File: src/rtl/axi_rd_arbiter.sv
// axi_rd_arbiter: shares one AXI read channel (AR + R) between the icache and
// dcache controllers, with a single outstanding read at a time.
// Optional feature macro: AXI_RD_ARB_RR_EN selects round-robin arbitration on
// simultaneous requests; when undefined, dcache always wins a tie.
module axi_rd_arbiter #(
    parameter logic [3:0] I_ARID  = 4'd0,
    parameter logic [3:0] D_ARID  = 4'd1,
    parameter logic [2:0] AR_SIZE = 3'b010
) (
    input  logic        clk,
    input  logic        rst,
    input  logic        i_r_req,
    input  logic [31:0] i_r_addr,
    input  logic [7:0]  i_r_length,
    input  logic        i_r_data_ready,
    output logic        i_r_rdy,
    output logic        i_ret_valid,
    output logic        i_ret_last,
    output logic [31:0] i_r_data,
    input  logic        d_r_req,
    input  logic [31:0] d_r_addr,
    input  logic [7:0]  d_r_length,
    input  logic        d_r_data_ready,
    output logic        d_r_rdy,
    output logic        d_ret_valid,
    output logic        d_ret_last,
    output logic [31:0] d_r_data,
    output logic        arvalid,
    input  logic        arready,
    output logic [31:0] araddr,
    output logic [7:0]  arlen,
    output logic [2:0]  arsize,
    output logic [1:0]  arburst,
    output logic [3:0]  arid,
    input  logic        rvalid,
    output logic        rready,
    input  logic [31:0] rdata,
    input  logic        rlast,
    input  logic [3:0]  rid,
    output logic        rd_err
);

    typedef enum logic [1:0] {
        S_IDLE,
        S_AR,
        S_DATA
    } state_t;

    state_t      state;
    state_t      state_nxt;
    logic        owner_d;
    logic [31:0] addr_q;
    logic [7:0]  len_q;
    logic [7:0]  beat_cnt;
    logic        grant_d;
    logic        any_req;
    logic        beat;
    logic        owner_rdy;
    logic [3:0]  owner_id;

    assign any_req  = i_r_req | d_r_req;
    assign owner_id = owner_d ? D_ARID : I_ARID;
    assign arsize   = AR_SIZE;
    assign arburst  = 2'b01;

`ifdef AXI_RD_ARB_RR_EN
    logic last_d;

    // Tie goes to whichever requester did not win the previous grant
    always_comb begin
        grant_d = d_r_req & (~i_r_req | ~last_d);
    end

    // Remember who was granted last; dcache at reset so icache wins the first tie
    always_ff @(posedge clk or posedge rst) begin
        if (rst)
            last_d <= 1'b1;
        else if (state == S_IDLE && any_req)
            last_d <= grant_d;
    end
`else
    assign grant_d = d_r_req;
`endif

    // State register
    always_ff @(posedge clk or posedge rst) begin
        if (rst)
            state <= S_IDLE;
        else
            state <= state_nxt;
    end

    // Next state plus the AR/R handshakes and beat forwarding to the owner
    always_comb begin
        state_nxt   = state;
        arvalid     = 1'b0;
        araddr      = '0;
        arlen       = '0;
        arid        = '0;
        rready      = 1'b0;
        i_r_rdy     = 1'b0;
        d_r_rdy     = 1'b0;
        i_ret_valid = 1'b0;
        i_ret_last  = 1'b0;
        i_r_data    = '0;
        d_ret_valid = 1'b0;
        d_ret_last  = 1'b0;
        d_r_data    = '0;
        beat        = 1'b0;
        owner_rdy   = owner_d ? d_r_data_ready : i_r_data_ready;
        case (state)
            S_IDLE: begin
                if (any_req)
                    state_nxt = S_AR;
            end
            S_AR: begin
                arvalid = 1'b1;
                araddr  = addr_q;
                arlen   = len_q;
                arid    = owner_id;
                if (arready) begin
                    i_r_rdy   = ~owner_d;
                    d_r_rdy   = owner_d;
                    state_nxt = S_DATA;
                end
            end
            S_DATA: begin
                rready = owner_rdy;
                beat   = rvalid & owner_rdy;
                if (owner_d) begin
                    d_ret_valid = beat;
                    d_ret_last  = beat & rlast;
                    d_r_data    = rdata;
                end else begin
                    i_ret_valid = beat;
                    i_ret_last  = beat & rlast;
                    i_r_data    = rdata;
                end
                if (beat && rlast)
                    state_nxt = S_IDLE;
            end
            default: state_nxt = S_IDLE;
        endcase
    end

    // Latch the winner's request at grant time and count accepted beats
    always_ff @(posedge clk or posedge rst) begin
        if (rst) begin
            owner_d  <= 1'b0;
            addr_q   <= '0;
            len_q    <= '0;
            beat_cnt <= '0;
        end else if (state == S_IDLE && any_req) begin
            owner_d  <= grant_d;
            addr_q   <= grant_d ? d_r_addr : i_r_addr;
            len_q    <= grant_d ? d_r_length : i_r_length;
            beat_cnt <= '0;
        end else if (beat) begin
            beat_cnt <= beat_cnt + 8'd1;
        end
    end

    // Sticky flag for bursts whose length or ID disagree with the request
    always_ff @(posedge clk or posedge rst) begin
        if (rst)
            rd_err <= 1'b0;
        else if (beat && ((rlast && beat_cnt != len_q) ||
                          (!rlast && beat_cnt == len_q) ||
                          (rid != owner_id)))
            rd_err <= 1'b1;
    end

endmodule

File: config.mk
export PLATFORM = sky130hd
export DESIGN_NAME = axi_rd_arbiter
export DESIGN_NICKNAME = d
export VERILOG_FILES = /design/src/rtl/axi_rd_arbiter.sv
export SDC_FILE = /design/constraint.sdc
export NUM_CORES = 1
export LEC_CHECK = 0
export BUFFER_PORTS_ARGS = -buffer_cell sky130_fd_sc_hd__buf_2
export CAP_MARGIN = 20
export CORE_ASPECT_RATIO = 0.8
export CORE_MARGIN = 2
export CORE_UTILIZATION = 35
export DETAILED_ROUTE_END_ITERATION = 10
export HOLD_SLACK_MARGIN = 0.15
export PLACE_DENSITY = 0.79
export SYNTH_ARGS = -nofsm -noshare
export SYNTH_HDL_FRONTEND = slang
export SYNTH_SLANG_ARGS = --single-unit
File: constraint.sdc
create_clock -name clk -period 3.84 [get_ports clk]
set_clock_uncertainty 0.05 [all_clocks]
set_input_delay 0.384 -clock clk [delete_from_list [all_inputs] [get_ports clk]]
set_output_delay 0.384 -clock clk [all_outputs]
set_load 0.01 [all_outputs]
# After elaboration in Yosys (flattened, before gate mapping)
# Cells that the tools add are included.
# word_totals
register_bits,52
in_bits,125
elab_cells,62
# classes
add_sub_neg,1
eq_ne,8
muxes,32
n_bitwise,4
reduce_logical,11
# op_table
operator,count
2-to-1 mux 32 bit,6
2-to-1 mux 8 bit,4
2-to-1 mux 1 bit,18
"adder 8 x 1 -> 8 bit, second input constant",1
== test 8 bit,1
!= test 8 bit,1
2-to-1 mux 2 bit,3
"!= test 2 bit, second input constant",3
one-hot mux 2 bit (3 select lines),1
logical AND 1 bit,5
!= test 4 x 1 -> 1 bit,1
AND reduction 3 bit,1
AND 1 bit,2
"== test 2 x 1 -> 1 bit, second input constant",1
"== test 2 bit, second input constant",1
zero test 2 bit,1
logical OR 1 bit,2
nonzero test 2 bit,1
zero test 1 bit,1
NOT 1 bit,1
OR 1 bit,1

# Logic depth before layout (Yosys ltp)
# depth
ltp_word,5
depth_mapped,6
depth_no_buf,4

# Worst setup path before layout
# OpenSTA, ideal clock, no wires.
# synth_path
path_type,register to output
startpoint,register state[0]
endpoint,output i_r_data[10]
arrival_ns,1.329
t_required_ns,3.406
setup_slack_ns,2.077
stages_incl_launch_ff,6
path_buffers,3
path_cell_list,dfrtp_1 > nor2b_1 > buf_2 > clkbuf_1 > clkbuf_1 > and3_1
# synth_via
elab_chain_len,2
# synth_lines
element,line_no,source
"start, declared",49,state_t state;
"start signal, assigned",90,state <= state_nxt;
== test 2 bit,111,case (state)
2-to-1 mux 32 bit,111,
"end, declared",19,"output logic [31:0] i_r_data,"
# No other way between the ends.

# Worst setup path after layout
# layout_path
startpoint,register owner_d
endpoint,output i_r_data[16]
# layout_via
elab_chain_len,2
# layout_lines
element,line_no,source
"start, declared",51,logic owner_d;
"start signal, assigned",154,owner_d <= grant_d;
2-to-1 mux 32 bit,130,if (owner_d) begin
2-to-1 mux 32 bit,111,
# No other way between the ends.

==> flow_metrics.env <==
export IMPL_syn_avg_cell_area_um2=8.63
export IMPL_cts_tree="yes"
export IMPL_fin_util_pct=50.6
export IMPL_syn_cell_area_mm2=0.00339
export IMPL_drive_above_1_share_pct=43.0
export IMPL_grt_pass1_wl_mm=16.1
export IMPL_synth_seq_area_share_pct=38.4
export IMPL_synth_area_top_cells="dfrtp_1 (38%), and3_1 (12%), mux2i_1 (12%), and2_1 (7.6%), a21oi_1 (6.8%)"
export IMPL_setup_viol=0
export IMPL_min_to="state[1]"
export IMPL_drv_cap=0
export IMPL_critPathLaunchType="flop"
export IMPL_p_total_mw=3.01
export IMPL_crit_chain="buf_4 > inv_1 > and3_1 > buf_2"
export IMPL_tightest_slew_ns=0.707
export IMPL_viasPerCell=4.90
export IMPL_final_common_cell="buf_2"
export IMPL_period_needed_ns=2.31
export IMPL_layout_common_cells="buf_2 (238), and3_1 (66), dfrtp_1 (52)"
export IMPL_cts_setup_buffers=0
export IMPL_ant_nets=0
export IMPL_die_h_um=92.1
export IMPL_hold_class="input port to flop"
export IMPL_multi_input_area_mm2=0.00191
export IMPL_worst_hold_slack_ns=0.347
export IMPL_place_hpwl_mm=7.89
export IMPL_ys_warn_count=0
export IMPL_die_area_mm2=0.0105
export IMPL_htree_num_levels=2
export IMPL_period_share_pct=60.1
export IMPL_cp_slowest_stage_delay_ns=0.56
export IMPL_drc_errors=0
export IMPL_path_class="flop to output pin"
export IMPL_worst_ir_drop_vdd_v=0.000265
export IMPL_vias=3565
export IMPL_fin_setup_tns_ns=0
export IMPL_fmax_ghz=0.433
export IMPL_slew_viol_final=0
export IMPL_min_from="arready"
export IMPL_root_buffer="clkbuf_16"
export IMPL_routed_wl_mm=10.3
export IMPL_ioPinCount=247
export IMPL_synth_cells=393
export IMPL_whs_path_depth=2
export IMPL_gp_congestion=0.760
export IMPL_worst_r2r_setup_slack_ns=1.72
export IMPL_cts_sinks=52
export IMPL_io_buffers=238
export IMPL_core_area_mm2=0.00953
export IMPL_grt_pass1_vias=3292
export IMPL_maxSlewHeadroom_pct=52.8
export IMPL_nets=734
export IMPL_clock_latency_ns=0.28
export IMPL_p_leak_nw=2.87
export IMPL_ctsHoldBuffers=1
export IMPL_status="complete, no violations"
export IMPL_synth_seq_cells=52
export IMPL_cp_max_fo=40
export IMPL_cts_repair_resized=0
export IMPL_reg2reg_depth=5
export IMPL_clkTransAtPathRegs_ns=0.07
export IMPL_drt_iter0_drc=156
export IMPL_cts_buffers_inserted=5
export IMPL_p_per_area_mw_per_mm2=625
export IMPL_rsz0062_at_grt="false"
export IMPL_antenna_cells=0
export IMPL_die_w_um=114
export IMPL_seq_area_mm2=0.00130
export IMPL_crit_path_end_kind="output pin"
export IMPL_r2r_end="addr_q[27]"
export IMPL_crit_arrival_ns=1.87
export IMPL_synth_distinct_cells=36
export IMPL_start_util_pct=35.6
export IMPL_syn_to_final_growth_pct=42.2
export IMPL_clockBufferDepth=2
export IMPL_required_ns=3.41
export IMPL_slowest_stage="inv_1"
export IMPL_reg2reg_from="state[1]"
export IMPL_yosysTopAreaCell="dfrtp_1"
export IMPL_num_rows=32
export IMPL_wl_per_cell_um=14.2
export IMPL_grt_overflow=0
export IMPL_grt_use_total_pct=18.9
export IMPL_yosysTopAreaCellShare_pct=38.4
export IMPL_antenna_found_initial=0
export IMPL_fillerInstances=922
export IMPL_hold_violations=0
export IMPL_firstDrtPassIters=4
export IMPL_grt_max_degree=73
-- final cells by class --
cell class | count | share of cell area, %
clock buffer | 5 | 2.59
clock inverter | 3 | 0.882
inverter | 4 | 0.311
multi-input combinational | 300 | 39.6
sequential | 52 | 27.0
tap | 119 | 3.09
timing repair buffer | 245 | 26.5
-- cell usage after synthesis --
library cell / number
mux2i_1: 40
or3_2: 1
o21ai_0: 3
nand3_1: 2
a21oi_1: 46
xnor2_1: 1
or3_1: 2
clkbuf_1: 27
inv_1: 4
nor2b_1: 3
and3_2: 1
buf_4: 8
mux2_4: 1
nand2_1: 6
a311oi_1: 1
ha_1: 1
nand3_4: 1
xor2_1: 10
buf_1: 2
dfrtp_1: 52
and2_1: 41
nand4_1: 3
nor3b_1: 1
o21a_1: 1
a21o_1: 1
nor4_1: 3
nor2_1: 48
and3_1: 66
a22o_1: 2
nand4_4: 1
and2_2: 1
and4_1: 1
buf_2: 6
o31ai_1: 2
or4_1: 2
conb_1: 2
-- kinds of logic (layout without fill, tap and decap cells) --
family | count (synthesis) | in the layout | synth area share [%]
and+or+nand+nor | 183 | 183 | 30.8
AOI/OAI and AO/OA | 56 | 56 | 8.89
DFF | 52 | 52 | 38.4
buffers and inverters | 47 | 257 | 6.31
muxes | 41 | 41 | 12.2
xor gates and xnor gates | 11 | 11 | 2.84
other | 2 | 8 | 0.221
adders and majority gates | 1 | 1 | 0.369
-- power by group --
group | switching, mW | internal (mW) | leakage, nW
Clock | 0.196 | 0.306 | 0.0798
Combinational | 0.918 | 0.665 | 2.20
Sequential | 0.145 | 0.781 | 0.597
-- worst max-delay path: cells and delay by family, from the launching register on --
family | cells | cell delay [ns]
buf+inv | 3 | 0.94
flops | 1 | 0.38
simple gates | 1 | 0.27
-- how the worst max path moves through the flow --
stage                     startpoint  depth (start not counted)  slack [ns]      endpoint
after global placement      state[1]                          4        1.63   beat_cnt[7]
after CTS                   state[1]                          4        1.28   i_ret_valid
after global routing         owner_d                          4        1.37  i_r_data[27]
after detailed placement    state[1]                          4        1.51   beat_cnt[5]
after floorplan             state[0]                          5        2.08  i_r_data[10]
final                        owner_d                          4        1.53  i_r_data[16]
-- layer usage --
metal	up-vias	track usage (%)	wire, um
met5	-	0	0
met4	0	3.56	78
met3	9	3.50	660
met2	128	31.2	5010
met1	1656	26.1	4560
li1	1772	-	-
-- state kept, by name, indices dropped and copies added, names as in the netlist --
| register | flops |
|---|---|
| beat_cnt | 8 |
| state | 2 |
| len_q | 8 |
| addr_q | 32 |
| owner_d | 1 |
| rd_err | 1 |
-- stage by stage --
stage | setup WS [ns] | cell area (um^2) | cells
2_1_floorplan | 2.08 | 3410 | 399
3_3_place_gp | 1.63 | 4600 | 717
3_5_place_dp | 1.51 | 4620 | 718
4_1_cts | 1.28 | 4790 | 727
5_1_grt | 1.37 | 4820 | 728
6_report | 1.53 | 4820 | 728
(Power assumes the default switching activity.)
